==> config.mk <==
export PLATFORM = sky130hd
export DESIGN_NAME = capture_pkt_sched
export DESIGN_NICKNAME = d
export VERILOG_FILES = /design/src/rtl/capture_pkt_sched.sv
export SDC_FILE = /design/constraint.sdc
export NUM_CORES = 1
export LEC_CHECK = 0
export ABC_AREA = 1
export CAP_MARGIN = 20
export CORE_ASPECT_RATIO = 1.2
export CORE_UTILIZATION = 35
export CTS_CLUSTER_SIZE = 28
export DETAILED_ROUTE_END_ITERATION = 12
export GPL_ROUTABILITY_DRIVEN = 0
export GPL_TIMING_DRIVEN = 0
export PLACE_DENSITY = 0.52
export SETUP_SLACK_MARGIN = 0.4
export SYNTH_ARGS = -nofsm -noshare
export SYNTH_HDL_FRONTEND = slang
export SYNTH_SLANG_ARGS = --single-unit
export TNS_END_PERCENT = 5
==> constraint.sdc <==
create_clock -name clk -period 3.9 [get_ports clk]
set_clock_uncertainty 0.2 [all_clocks]
set_input_delay 0.39 -clock clk [delete_from_list [all_inputs] [get_ports clk]]
set_output_delay 0.39 -clock clk [all_outputs]
set_load 0.005 [all_outputs]
==> src/rtl/capture_pkt_sched.sv <==
// capture_pkt_sched: fills a capture buffer from the ADC (or from an internal
// counter in self-test), then streams the buffer to the pads in packets of
// PKT_LEN words separated by programmable idle gaps.
//   clk, rstn            : system clock, async active-low reset
//   cfg_*                : enable, soft reset, self-test, start, readout divider, gap length
//   adc_vld/adc_data     : sample input
//   mem_w*/mem_r*        : capture buffer write and read ports (read latency 1)
//   pad_data/valid/clk_rd: packet readout to pads
//   busy/done            : run status
module capture_pkt_sched #(
  parameter int DATA_W  = 18,
  parameter int ADDR_W  = 10,
  parameter int PKT_LEN = 64
) (
  input  logic              clk,
  input  logic              rstn,
  input  logic              cfg_clk_en,
  input  logic              cfg_sw_rstn,
  input  logic              cfg_self_test_mode,
  input  logic              cfg_capture_start,
  input  logic [7:0]        cfg_clk_div,
  input  logic [7:0]        cfg_idle_length,
  input  logic              adc_vld,
  input  logic [DATA_W-1:0] adc_data,
  output logic              mem_wen,
  output logic [ADDR_W-1:0] mem_waddr,
  output logic [DATA_W-1:0] mem_wdata,
  output logic              mem_ren,
  output logic [ADDR_W-1:0] mem_raddr,
  input  logic [DATA_W-1:0] mem_rdata,
  output logic [DATA_W-1:0] pad_data,
  output logic              pad_valid,
  output logic              pad_clk_rd,
  output logic              busy,
  output logic              done
);

  localparam logic [ADDR_W-1:0] LAST_ADDR = '1;
  localparam logic [ADDR_W-1:0] PKT_MASK  = ADDR_W'(PKT_LEN - 1);

  typedef enum logic [2:0] {
    S_IDLE, S_CAPTURE, S_PREFETCH, S_SEND, S_GAP, S_FIN
  } state_t;

  // All state lives in one packed record so that hard reset, soft reset and
  // the clock-enable hold act on every flop uniformly.
  typedef struct packed {
    state_t            state;
    logic              start;     // registered copy of cfg_capture_start
    logic [ADDR_W-1:0] wcnt;      // next capture address
    logic [DATA_W-1:0] st_cnt;    // self-test pattern counter
    logic              wen;
    logic [ADDR_W-1:0] waddr;
    logic [DATA_W-1:0] wdata;
    logic              ren;
    logic [ADDR_W-1:0] raddr;
    logic [1:0]        pf_phase;
    logic [DATA_W-1:0] prefetch;
    logic [DATA_W-1:0] pad_data;
    logic              pad_valid;
    logic              pad_clk;
    logic              done;
    logic [8:0]        cyc;       // cycle within the current readout step
    logic [7:0]        n;         // half-period latched at the step boundary
    logic [ADDR_W-1:0] word;      // address of the word on the pads
    logic [7:0]        gap_left;  // remaining gap steps
  } regs_t;

  regs_t             r_q, r_d;
  logic [7:0]        eff_n;
  logic [8:0]        cyc_nxt;
  logic              step_end;
  logic              advance;
  logic              begin_step;
  logic              begin_send;
  logic [ADDR_W-1:0] send_addr;

  always_comb begin
    r_d         = r_q;
    r_d.start   = cfg_capture_start;
    r_d.wen     = 1'b0;
    r_d.ren     = 1'b0;
    r_d.done    = 1'b0;
    eff_n       = (cfg_clk_div < 8'd2) ? 8'd2 : cfg_clk_div;
    cyc_nxt     = r_q.cyc + 9'd1;
    step_end    = (r_q.cyc == ({r_q.n, 1'b0} - 9'd1));
    advance     = 1'b0;
    begin_step  = 1'b0;
    begin_send  = 1'b0;
    send_addr   = r_q.word + 1'b1;

    case (r_q.state)
      S_IDLE: begin
        if (cfg_capture_start && !r_q.start) begin
          r_d.state  = S_CAPTURE;
          r_d.wcnt   = '0;
          r_d.st_cnt = '0;
        end
      end
      S_CAPTURE: begin
        if (adc_vld || cfg_self_test_mode) begin
          r_d.wen    = 1'b1;
          r_d.waddr  = r_q.wcnt;
          r_d.wdata  = cfg_self_test_mode ? r_q.st_cnt : adc_data;
          r_d.st_cnt = r_q.st_cnt + 1'b1;
          r_d.wcnt   = r_q.wcnt + 1'b1;
          if (r_q.wcnt == LAST_ADDR) begin
            r_d.state    = S_PREFETCH;
            r_d.ren      = 1'b1;
            r_d.raddr    = '0;
            r_d.pf_phase = 2'd0;
          end
        end
      end
      S_PREFETCH: begin
        // phase 0: read of address 0 on the bus, 1: data returns, 2: first word out
        case (r_q.pf_phase)
          2'd0: r_d.pf_phase = 2'd1;
          2'd1: begin
            r_d.prefetch = mem_rdata;
            r_d.pf_phase = 2'd2;
          end
          default: begin
            begin_send = 1'b1;
            send_addr  = '0;
          end
        endcase
      end
      S_SEND: begin
        if (r_q.cyc == 9'd1 && r_q.word != LAST_ADDR) r_d.prefetch = mem_rdata;
        if (step_end) begin
          if (r_q.word == LAST_ADDR) begin
            r_d.state     = S_FIN;
            r_d.pad_valid = 1'b0;
            r_d.pad_clk   = 1'b0;
            r_d.done      = 1'b1;
          end else if ((r_q.word & PKT_MASK) == PKT_MASK && cfg_idle_length != '0) begin
            r_d.state     = S_GAP;
            r_d.pad_valid = 1'b0;
            r_d.gap_left  = cfg_idle_length;
            begin_step    = 1'b1;
          end else begin
            begin_send = 1'b1;
          end
        end else begin
          advance = 1'b1;
        end
      end
      S_GAP: begin
        if (step_end) begin
          if (r_q.gap_left == 8'd1) begin
            begin_send = 1'b1;
          end else begin
            r_d.gap_left = r_q.gap_left - 8'd1;
            begin_step   = 1'b1;
          end
        end else begin
          advance = 1'b1;
        end
      end
      S_FIN:   r_d.state = S_IDLE;
      default: r_d.state = S_IDLE;
    endcase

    if (advance) begin
      r_d.cyc     = cyc_nxt;
      r_d.pad_clk = (cyc_nxt >= {1'b0, r_q.n});
    end
    if (begin_step || begin_send) begin
      r_d.cyc     = '0;
      r_d.n       = eff_n;
      r_d.pad_clk = 1'b0;
    end
    // Word already sits in the prefetch register; the read issued here
    // refills it for the following step.
    if (begin_send) begin
      r_d.state     = S_SEND;
      r_d.word      = send_addr;
      r_d.pad_data  = r_q.prefetch;
      r_d.pad_valid = 1'b1;
      r_d.ren       = (send_addr != LAST_ADDR);
      r_d.raddr     = send_addr + 1'b1;
    end
  end

  always_ff @(posedge clk or negedge rstn) begin
    if (!rstn) begin
      r_q <= '0;
    end else if (!cfg_sw_rstn) begin
      r_q <= '0;
    end else if (cfg_clk_en) begin
      r_q <= r_d;
    end
  end

  assign mem_wen    = r_q.wen;
  assign mem_waddr  = r_q.waddr;
  assign mem_wdata  = r_q.wdata;
  assign mem_ren    = r_q.ren;
  assign mem_raddr  = r_q.raddr;
  assign pad_data   = r_q.pad_data;
  assign pad_valid  = r_q.pad_valid;
  assign pad_clk_rd = r_q.pad_clk;
  assign busy       = (r_q.state != S_IDLE);
  assign done       = r_q.done;

endmodule

==> flow_summary.json <==
{
  "outcome": "finished, final reports clean",
  "cp-end-kind": "flop",
  "final-hold-violation-count": 0,
  "drtIter0Drc": 444,
  "clockBufferDepth": 2,
  "antenna_cells": 0,
  "arrival_ns": 2.93,
  "die-area_um2": 24900,
  "die_x_um": 144,
  "core_area_um2": 23900,
  "antenna_found_initial": 0,
  "htreeDepth": 4,
  "die_h_um": 173,
  "dp_cells": 1536,
  "worst_pin_slew_ns": 0.896,
  "first_pass_iters": 5,
  "setup_tns_ns": 0,
  "ys_async_sr_fraction": 1.00,
  "startpoint_type": "flop",
  "num_rows": 62,
  "clk_pin_slew_ns": 0.07,
  "cpPeakStageDelay_ns": 0.66,
  "wirelength_um": 23700,
  "worst_path_most_repeated_cell": "nand3_1",
  "clkPwrFrac": 0.369,
  "yosysMostFrequentCell": "nand2_1",
  "via_count": 7529,
  "setup_viol": 0,
  "area_delta_synth_final_pct": 26.1,
  "nFillCells": 2497,
  "slowest_stage": "a311oi_2",
  "use_met2": 0.343,
  "start_util": 0.355,
  "synthCells": 1097,
  "slew_headroom": 0.398,
  "grt_max_degree": 94,
  "fin_hold_ws_ns": 0.236,
  "crit_fanout": 10,
  "hold_class": "primary input to flop",
  "synth.area.top_cells": "dfrtp_1, nand2_1, nand3_1",
  "clock_sinks": 148,
  "cts_tree": "built",
  "p_per_area_nw_per_um2": 425,
  "syn_nets": 1173,
  "final_layout_size_suffix_gt1_frac": 0.121,
  "synth.largest_area_cell": "dfrtp_1",
  "final_util": 0.448,
  "synth_edf_count": 0,
  "yosysUniqueCellTypes": 46,
  "fin_crit_sh": 0.714,
  "stdcell_count": 1569,
  "synth_top_flop_cell": "dfrtp_1",
  "wl_per_cell_um": 15.1,
  "yosysWarnings": 0,
  "grt_usage": 0.199,
  "insertion_delay_ns": 0.43,
  "place_area_um2": 10100,
  "register_area_um2": 3700,
  "cts_buffers": 17,
  "intPower_w": 0.00301,
  "yosys-top-cells-count": "nand2_1, dfrtp_1, nand3_1",
  "ff2ff_setup_slack_ns": 1.12,
  "rsz0062_at_grt": "false",
  "fin_nets": 1312,
  "maxCapViolCount": 0,
  "synth_top_area_frac": 0.436,
  "gr-usage-met1": 0.255,
  "cts.root.buffer_cell": "clkbuf_16",
  "power_frac_seq": 0.387,
  "post-dp-hpwl_um": 17800,
  "syn-cell-area_um2": 8490,
  "multi_input_area_um2": 3710,
  "p_comb_frac": 0.244,
  "io_buffers": 118,
  "drc": 0,
  "grt_use_met3": 0.0305,
  "slew_violations": 0,
  "path_cells": "ha_1, nand2_1, nor2_4, nand4_1, nand3_1, a311oi_2, clkbuf_1, nand3_1, o21ai_0",
  "ys_seq_area_frac": 0.436,
  "grt_pass1_vias": 7398,
  "ant_nets": 0,
  "synth.avg_cell_area_um2": 7.74,
  "p_sw_w": 0.00153,
  "period_minus_slack_ns": 2.78,
  "p_leak_nw": 4.90,
  "ir_drop_mv": 0.292,
  "finalInstanceArea_um2": 10700,
  "top_usage_layer": "met2",
  "grt_overflow": 0,
  "fmax_mhz": 359,
  "ios": 121,
  "p_sw_frac": 0.337,
  "required_ns": 4.04,
  "criticalPathCategory": "flop to flop",
  "ys_ff_latch": 148,
  "viasPerCell": 4.80,
  "grt_pass1_wl_um": 38100
}
flip-flops by register name (all words and copies together), names as in the netlist:
signal      count
mem_wen         1
mem_waddr      10
done            1
pad_data       18
pad_clk_rd      1
mem_ren         1
mem_raddr      10
r_q            87
mem_wdata      18
pad_valid       1
path summary, 6_finish.rpt:
path / start / end / depth (start not counted)
min in group asynchronous: rstn / mem_wdata[13] / 2
max in group asynchronous: rstn / r_q[29] / 3
min reg2reg: mem_raddr[5] / mem_raddr[5] / 2
max: r_q[8] / r_q[72] / 9
min: cfg_self_test_mode / mem_wdata[12] / 3
max reg2reg: r_q[8] / r_q[72] / 9
kinds of logic (layout without fill, tap and decap cells):
kind of cell	after synthesis	count (layout)	share of synthesized area
flip-flops	148	148	0.436
multiplexers	3	3	0.00354
AND/OR/NAND/NOR	495	495	0.261
buffers and inverters	218	370	0.127
AO/OA/AOI/OAI	192	192	0.122
XOR/XNOR	24	24	0.0248
adder cells (fa/ha/maj)	17	17	0.0250
cell type report:
class | instances | area share
Tap cell | 320 | 0.0374
Sequential cell | 148 | 0.346
Multi-Input combinational cell | 731 | 0.346
Clock buffer | 17 | 0.0397
Buffer | 92 | 0.0567
Inverter | 126 | 0.0442
Clock inverter | 15 | 0.0159
Timing Repair Buffer | 120 | 0.114
metrics by stage:
step	power, W	setup slack [ns]
2_1_floorplan	0.00247	1.60
3_3_place_gp	0.00289	-4.16
3_5_place_dp	0.00290	0.969
4_1_cts	0.00460	1.02
5_1_grt	0.00482	0.868
6_report	0.00455	1.12
routing by layer:
layer | share of wire | vias up
li1 | - | 3827
met3 | 0.037 | 23
met5 | 0 | -
met2 | 0.51 | 127
met1 | 0.44 | 3552
met4 | 0.013 | 0
cell usage in the layout (no fill, tap or decap), types with 17 or more instances in the layout:
master	n
dfrtp_1	148
nor3_1	22
o21ai_1	28
a21oi_1	32
clkbuf_1	18
clkbuf_16	17
buf_4	58
inv_1	113
xor2_1	18
o21ai_0	110
nand3_1	117
clkdlybuf4s50_1	117
ha_1	17
nand2_1	223
nor2_1	84
critical path: cells and delay by family (launching register included):
family	cells	cell delay, ns
DFF	1	0.42
and+or+nand+nor	5	0.61
adders and majority gates	1	0.24
buffers and inverters	1	0.45
AOI/OAI and AO/OA	2	0.76
power by group through the flow:
| stage | registers [W] | clock network [W] | logic [W] |
|---|---|---|---|
| global placement | 0.00179 | 0 | 0.00110 |
| floorplan | 0.00176 | 0 | 0.000708 |
| CTS | 0.00176 | 0.00172 | 0.00112 |
| finish | 0.00176 | 0.00168 | 0.00111 |
| detailed placement | 0.00179 | 0 | 0.00112 |
| global route | 0.00178 | 0.00179 | 0.00125 |
what timing repair did:
action / 4_1_cts / 5_1_grt
hold buffers: 1 / 0
hold endpoints to repair: 55 / 0
buffers inserted: 0 / 0
resized for setup: 0 / 0
No activity file was read; power rests on OpenSTA's default activity.
